<file path="src/rtl/idex_stage.sv">
// ID/EX pipeline register with load-use hazard detection.
// Captures the decoded instruction from IF/ID, or inserts a bubble when a
// load-use hazard is detected, a redirect flushes the stage, or IF/ID is empty.
// Also keeps a saturating count of the load-use bubbles it has inserted.
module idex_stage #(
  parameter int         DW    = 32,
  parameter logic [5:0] ALUOP = 6'b000000
) (
  input  logic                 clock,
  input  logic                 resetn,
  input  logic                 ifid_valid,
  input  logic [5:0]           ifid_op,
  input  logic [4:0]           ifid_rs,
  input  logic [4:0]           ifid_rt,
  input  logic [4:0]           ifid_rd,
  input  logic signed [DW-1:0] ifid_a,
  input  logic signed [DW-1:0] ifid_b,
  input  logic signed [DW-1:0] ifid_imm,
  input  logic                 ifid_memread,
  input  logic                 ifid_memwrite,
  input  logic                 ifid_regwrite,
  input  logic                 flush,
  output logic                 idex_valid,
  output logic [5:0]           idex_op,
  output logic [4:0]           idex_rs,
  output logic [4:0]           idex_rt,
  output logic [4:0]           idex_dst,
  output logic signed [DW-1:0] idex_a,
  output logic signed [DW-1:0] idex_b,
  output logic signed [DW-1:0] idex_imm,
  output logic                 idex_memread,
  output logic                 idex_memwrite,
  output logic                 idex_regwrite,
  output logic                 stall,
  output logic [15:0]          stall_count
);

  logic                 valid_q, valid_d;
  logic [5:0]           op_q, op_d;
  logic [4:0]           rs_q, rs_d;
  logic [4:0]           rt_q, rt_d;
  logic [4:0]           dst_q, dst_d;
  logic signed [DW-1:0] a_q, a_d;
  logic signed [DW-1:0] b_q, b_d;
  logic signed [DW-1:0] imm_q, imm_d;
  logic                 memread_q, memread_d;
  logic                 memwrite_q, memwrite_d;
  logic                 regwrite_q, regwrite_d;
  logic [15:0]          stall_count_q, stall_count_d;
  logic                 capture;

  // Increment that sticks at all-ones instead of wrapping.
  function automatic logic [15:0] sat_inc(input logic [15:0] cnt);
    if (cnt == 16'hFFFF) begin
      return cnt;
    end
    return cnt + 16'd1;
  endfunction

  // Load-use detection: the load in ID/EX writes a register the IF/ID
  // instruction reads; rt is only a source operand for R-type ALU ops.
  always_comb begin
    stall = 1'b0;
    if (resetn && valid_q && memread_q && (rt_q != 5'd0) && ifid_valid &&
        ((rt_q == ifid_rs) || ((ifid_op == ALUOP) && (rt_q == ifid_rt)))) begin
      stall = 1'b1;
    end
  end

  assign capture = ifid_valid && !stall && !flush;

  // Next stage contents: real capture, or an all-zero bubble.
  always_comb begin
    valid_d       = 1'b0;
    op_d          = '0;
    rs_d          = '0;
    rt_d          = '0;
    dst_d         = '0;
    a_d           = '0;
    b_d           = '0;
    imm_d         = '0;
    memread_d     = 1'b0;
    memwrite_d    = 1'b0;
    regwrite_d    = 1'b0;
    stall_count_d = stall ? sat_inc(stall_count_q) : stall_count_q;
    if (capture) begin
      valid_d    = 1'b1;
      op_d       = ifid_op;
      rs_d       = ifid_rs;
      rt_d       = ifid_rt;
      a_d        = ifid_a;
      b_d        = ifid_b;
      imm_d      = ifid_imm;
      memread_d  = ifid_memread;
      memwrite_d = ifid_memwrite;
      regwrite_d = ifid_regwrite;
      if (ifid_regwrite) begin
        dst_d = (ifid_op == ALUOP) ? ifid_rd : ifid_rt;
      end
    end
  end

  // ID/EX register; reset clears every field including the bubble counter.
  always_ff @(posedge clock) begin
    if (!resetn) begin
      valid_q       <= 1'b0;
      op_q          <= '0;
      rs_q          <= '0;
      rt_q          <= '0;
      dst_q         <= '0;
      a_q           <= '0;
      b_q           <= '0;
      imm_q         <= '0;
      memread_q     <= 1'b0;
      memwrite_q    <= 1'b0;
      regwrite_q    <= 1'b0;
      stall_count_q <= '0;
    end else begin
      valid_q       <= valid_d;
      op_q          <= op_d;
      rs_q          <= rs_d;
      rt_q          <= rt_d;
      dst_q         <= dst_d;
      a_q           <= a_d;
      b_q           <= b_d;
      imm_q         <= imm_d;
      memread_q     <= memread_d;
      memwrite_q    <= memwrite_d;
      regwrite_q    <= regwrite_d;
      stall_count_q <= stall_count_d;
    end
  end

  assign idex_valid    = valid_q;
  assign idex_op       = op_q;
  assign idex_rs       = rs_q;
  assign idex_rt       = rt_q;
  assign idex_dst      = dst_q;
  assign idex_a        = a_q;
  assign idex_b        = b_q;
  assign idex_imm      = imm_q;
  assign idex_memread  = memread_q;
  assign idex_memwrite = memwrite_q;
  assign idex_regwrite = regwrite_q;
  assign stall_count   = stall_count_q;

endmodule

</file>
<file path="config.mk">
export PLATFORM = sky130hd
export DESIGN_NAME = idex_stage
export DESIGN_NICKNAME = d
export VERILOG_FILES = /design/src/rtl/idex_stage.sv
export SDC_FILE = /design/constraint.sdc
export NUM_CORES = 1
export LEC_CHECK = 0
export CELL_PAD_IN_SITES_DETAIL_PLACEMENT = 0
export CELL_PAD_IN_SITES_GLOBAL_PLACEMENT = 1
export CORE_MARGIN = 5
export CORE_UTILIZATION = 30
export CTS_BUF_LIST = sky130_fd_sc_hd__clkbuf_8
export CTS_CLUSTER_SIZE = 28
export DETAILED_ROUTE_END_ITERATION = 10
export PLACE_DENSITY_LB_ADDON = 0.05
export SLEW_MARGIN = 20
export SYNTH_ARGS = -nofsm -noshare
export SYNTH_HDL_FRONTEND = slang
export SYNTH_SLANG_ARGS = --single-unit
</file>
<file path="constraint.sdc">
create_clock -name clock -period 6.05 [get_ports clock]
set_input_delay 1.21 -clock clock [delete_from_list [all_inputs] [get_ports clock]]
set_output_delay 1.21 -clock clock [all_outputs]
set_load 0.05 [all_outputs]
</file>
==> results.toml <==
[run_status]
status = "complete, no violations"

[critical_path]
start_kind = "primary input"
worstPathRequired_ns = 4.84
end_kind = "output pin"
startpoint = "ifid_op[1]"
critPathKind = "primary input to output pin"
cp_max_fo = 22
r2r-start = "idex_rt[1]"
cp_data_arrival_time_ns = 3.89

[route]
ant_nets = 0
viasPerCell = 4.21
vias = 3581
totalWireLength_microns = 13400
drtPass1Iterations = 4
drc = 0
avgRoutedWirePerCell_microns = 15.7
drt_iter0_markers = 106

[clock_tree]
clk_pin_slew_ns = 0.07
clock-sinks = 137
clk_latency_ns = 0.43
post_cts_resize_count = 0
clk_path_buf_depth = 2
h-tree-depth = 4
cts_hold_buffers = 0
postCtsSetupBuffers = 0
cts_tree = "done"
numCtsBuffers = 17
root_buffer = "clkbuf_8"

[power_and_ir_drop]
p_leak_nw = 2.84
irDropWorstVdd_mv = 0.153
p_per_area_nw_per_um2 = 246
power_mw = 1.84

[sta]
rsz0062_at_grt = "false"
finalSetupTns_ns = 0
setup_viol = 0
finalCritPeriodShare_pct = 84.3
tightest_slew_ns = 0.749
hold_viol = 0
period_minus_slack_ns = 5.10
drv_slew = 0
clock_skew_ns = 0.00642
max_freq_mhz = 196
slew_headroom_pct = 49.7

[synthesis]
synth_edf_count = 0
ys_seq_elements = 137
synthesis.nets = 514
synth.distinct_cells = 34
synth_area_sq_um = 4390
yosysMostFrequentCell = "dfxtp_1"
yosys-top-cells-area = "dfxtp_1, and2_1, buf_6"
synthCells = 389
synth-warning-count = 0
synth_top_cell_area_share_pct = 62.5
seq_area_frac_synth_pct = 62.5
yosys.area.top_type = "dfxtp_1"
async_flop_share_pct = 0
synthFlopType = "dfxtp_1"
syn_avg_cell_area_sq_um = 11.3
synthTopCellsByCount = "dfxtp_1, and2_1, nand2_1, xnor2_1"

[flow_run]
maxCapViolCount = 0

[global_route]
grt_max_degree = 79
grt_pass1_vias = 3563
gr-total-overflow = 0
grt.total_usage_pct = 15.0
grt_pass1_wl_microns = 19300
grt_antenna_before_repair = 0

[final_layout]
syn_to_final_growth_pct = 70.4
drive_gt1_share_pct = 6.01
num_antenna_cells = 0
layout.nets = 779

[floorplanning]
coreArea_sq_um = 14400
fp.dieArea_sq_um = 17100
die_h_microns = 131
num_rows = 44
initial_utilization_pct = 30.4
io_pins = 262
die_w_microns = 131

[min_path]
hold_start = "stall_count[5]"
min_path_type = "flop to flop"

[placed_design]
dpl.hpwl_microns = 10400
numPortBuffers = 261
place_congestion = 0.771
[cells by family (layout without fill, tap and decap cells)]
| logic type | after synthesis | count (layout) | share of synthesized area [%] |
|---|---|---|---|
| DFF | 137 | 137 | 62.5 |
| buffers and inverters | 20 | 297 | 3.42 |
| xor gates and xnor gates | 10 | 10 | 2.00 |
| adders and majority gates | 1 | 1 | 0.285 |
| muxes | 12 | 12 | 2.88 |
| and+or+nand+nor | 185 | 185 | 24.9 |
| AOI/OAI and AO/OA | 24 | 24 | 3.97 |
[critical path, cell delays in order]
cell	delay [ns]
clkdlybuf4s50_1	0.43
nor4_1	0.53
nand4_1	0.22
o22a_1	0.48
nor2_1	0.19
clkdlybuf4s50_1	0.81
[per-layer routing]
layer  track usage, %  vias up  wire length [microns]
met3             8.58       17                   1700
li1                 -     1808                      -
met5                0        -                      0
met4             6.65        0                    293
met2             23.4      171                   6180
met1             16.7     1585                   5180
[flip-flops by register name, summed over array words and instances (netlist names)]
register	count
idex_a	32
idex_b	32
idex_imm	32
stall_count	16
idex_op	6
idex_dst	5
idex_rs	5
idex_rt	5
idex_memread	1
idex_memwrite	1
idex_regwrite	1
idex_valid	1
[cell usage in the layout (no fill, tap or decap), drive strengths merged, types with 3 or more instances in the layout]
cell / synthesis / layout
nor4: 5 / 5
clkbuf: 5 / 20
and2: 115 / 115
or4: 8 / 8
nor2: 5 / 5
nand2b: 4 / 4
nand4: 4 / 4
xnor2: 10 / 10
dfxtp: 137 / 137
mux2i: 7 / 7
nand2: 22 / 22
o31ai: 8 / 8
nand3: 9 / 9
buf: 13 / 3
inv: 2 / 5
clkdlybuf4s50: 0 / 261
clkinv: 0 / 6
a21oi: 7 / 7
mux2: 5 / 5
and3: 9 / 9
[where the power goes]
| group | switching [mW] | total [mW] | internal, mW |
|---|---|---|---|
| Sequential | 0.00641 | 0.929 | 0.923 |
| Combinational | 0.115 | 0.235 | 0.119 |
| Clock | 0.326 | 0.674 | 0.347 |
[area by class of cell]
class	instances	area, sq um
clock buffers	20	275
clock inverters	11	82.6
fillers	1323	6950
inverters	2	7.51
multi-input cells	232	1500
flip-flops and latches	137	2740
well taps	184	230
repair buffers	264	2640
[path summary, 6_finish.rpt]
path / slack, ns / end / cells past startpoint
worst max-delay path: 0.95 / stall / 6
worst min-delay path: 0.49 / stall_count[5] / 2
worst max register to register: 3.76 / idex_dst[0] / 5
worst min register to register: 0.49 / stall_count[5] / 2
[metrics by stage]
step	cell area [sq um]	cells	utilization, %	setup slack [ns]	hold WS (ns)
finish	7470	850	51.8	0.952	0.493
floorplan	4390	389	-	1.90	0.687
CTS	7470	850	51.8	0.879	0.495
detailed placement	7120	819	49.3	0.883	0.485
global placement	7120	819	49.3	0.895	0.476
global route	7470	850	51.8	0.737	0.518
No activity file was read; power rests on OpenSTA's default activity.
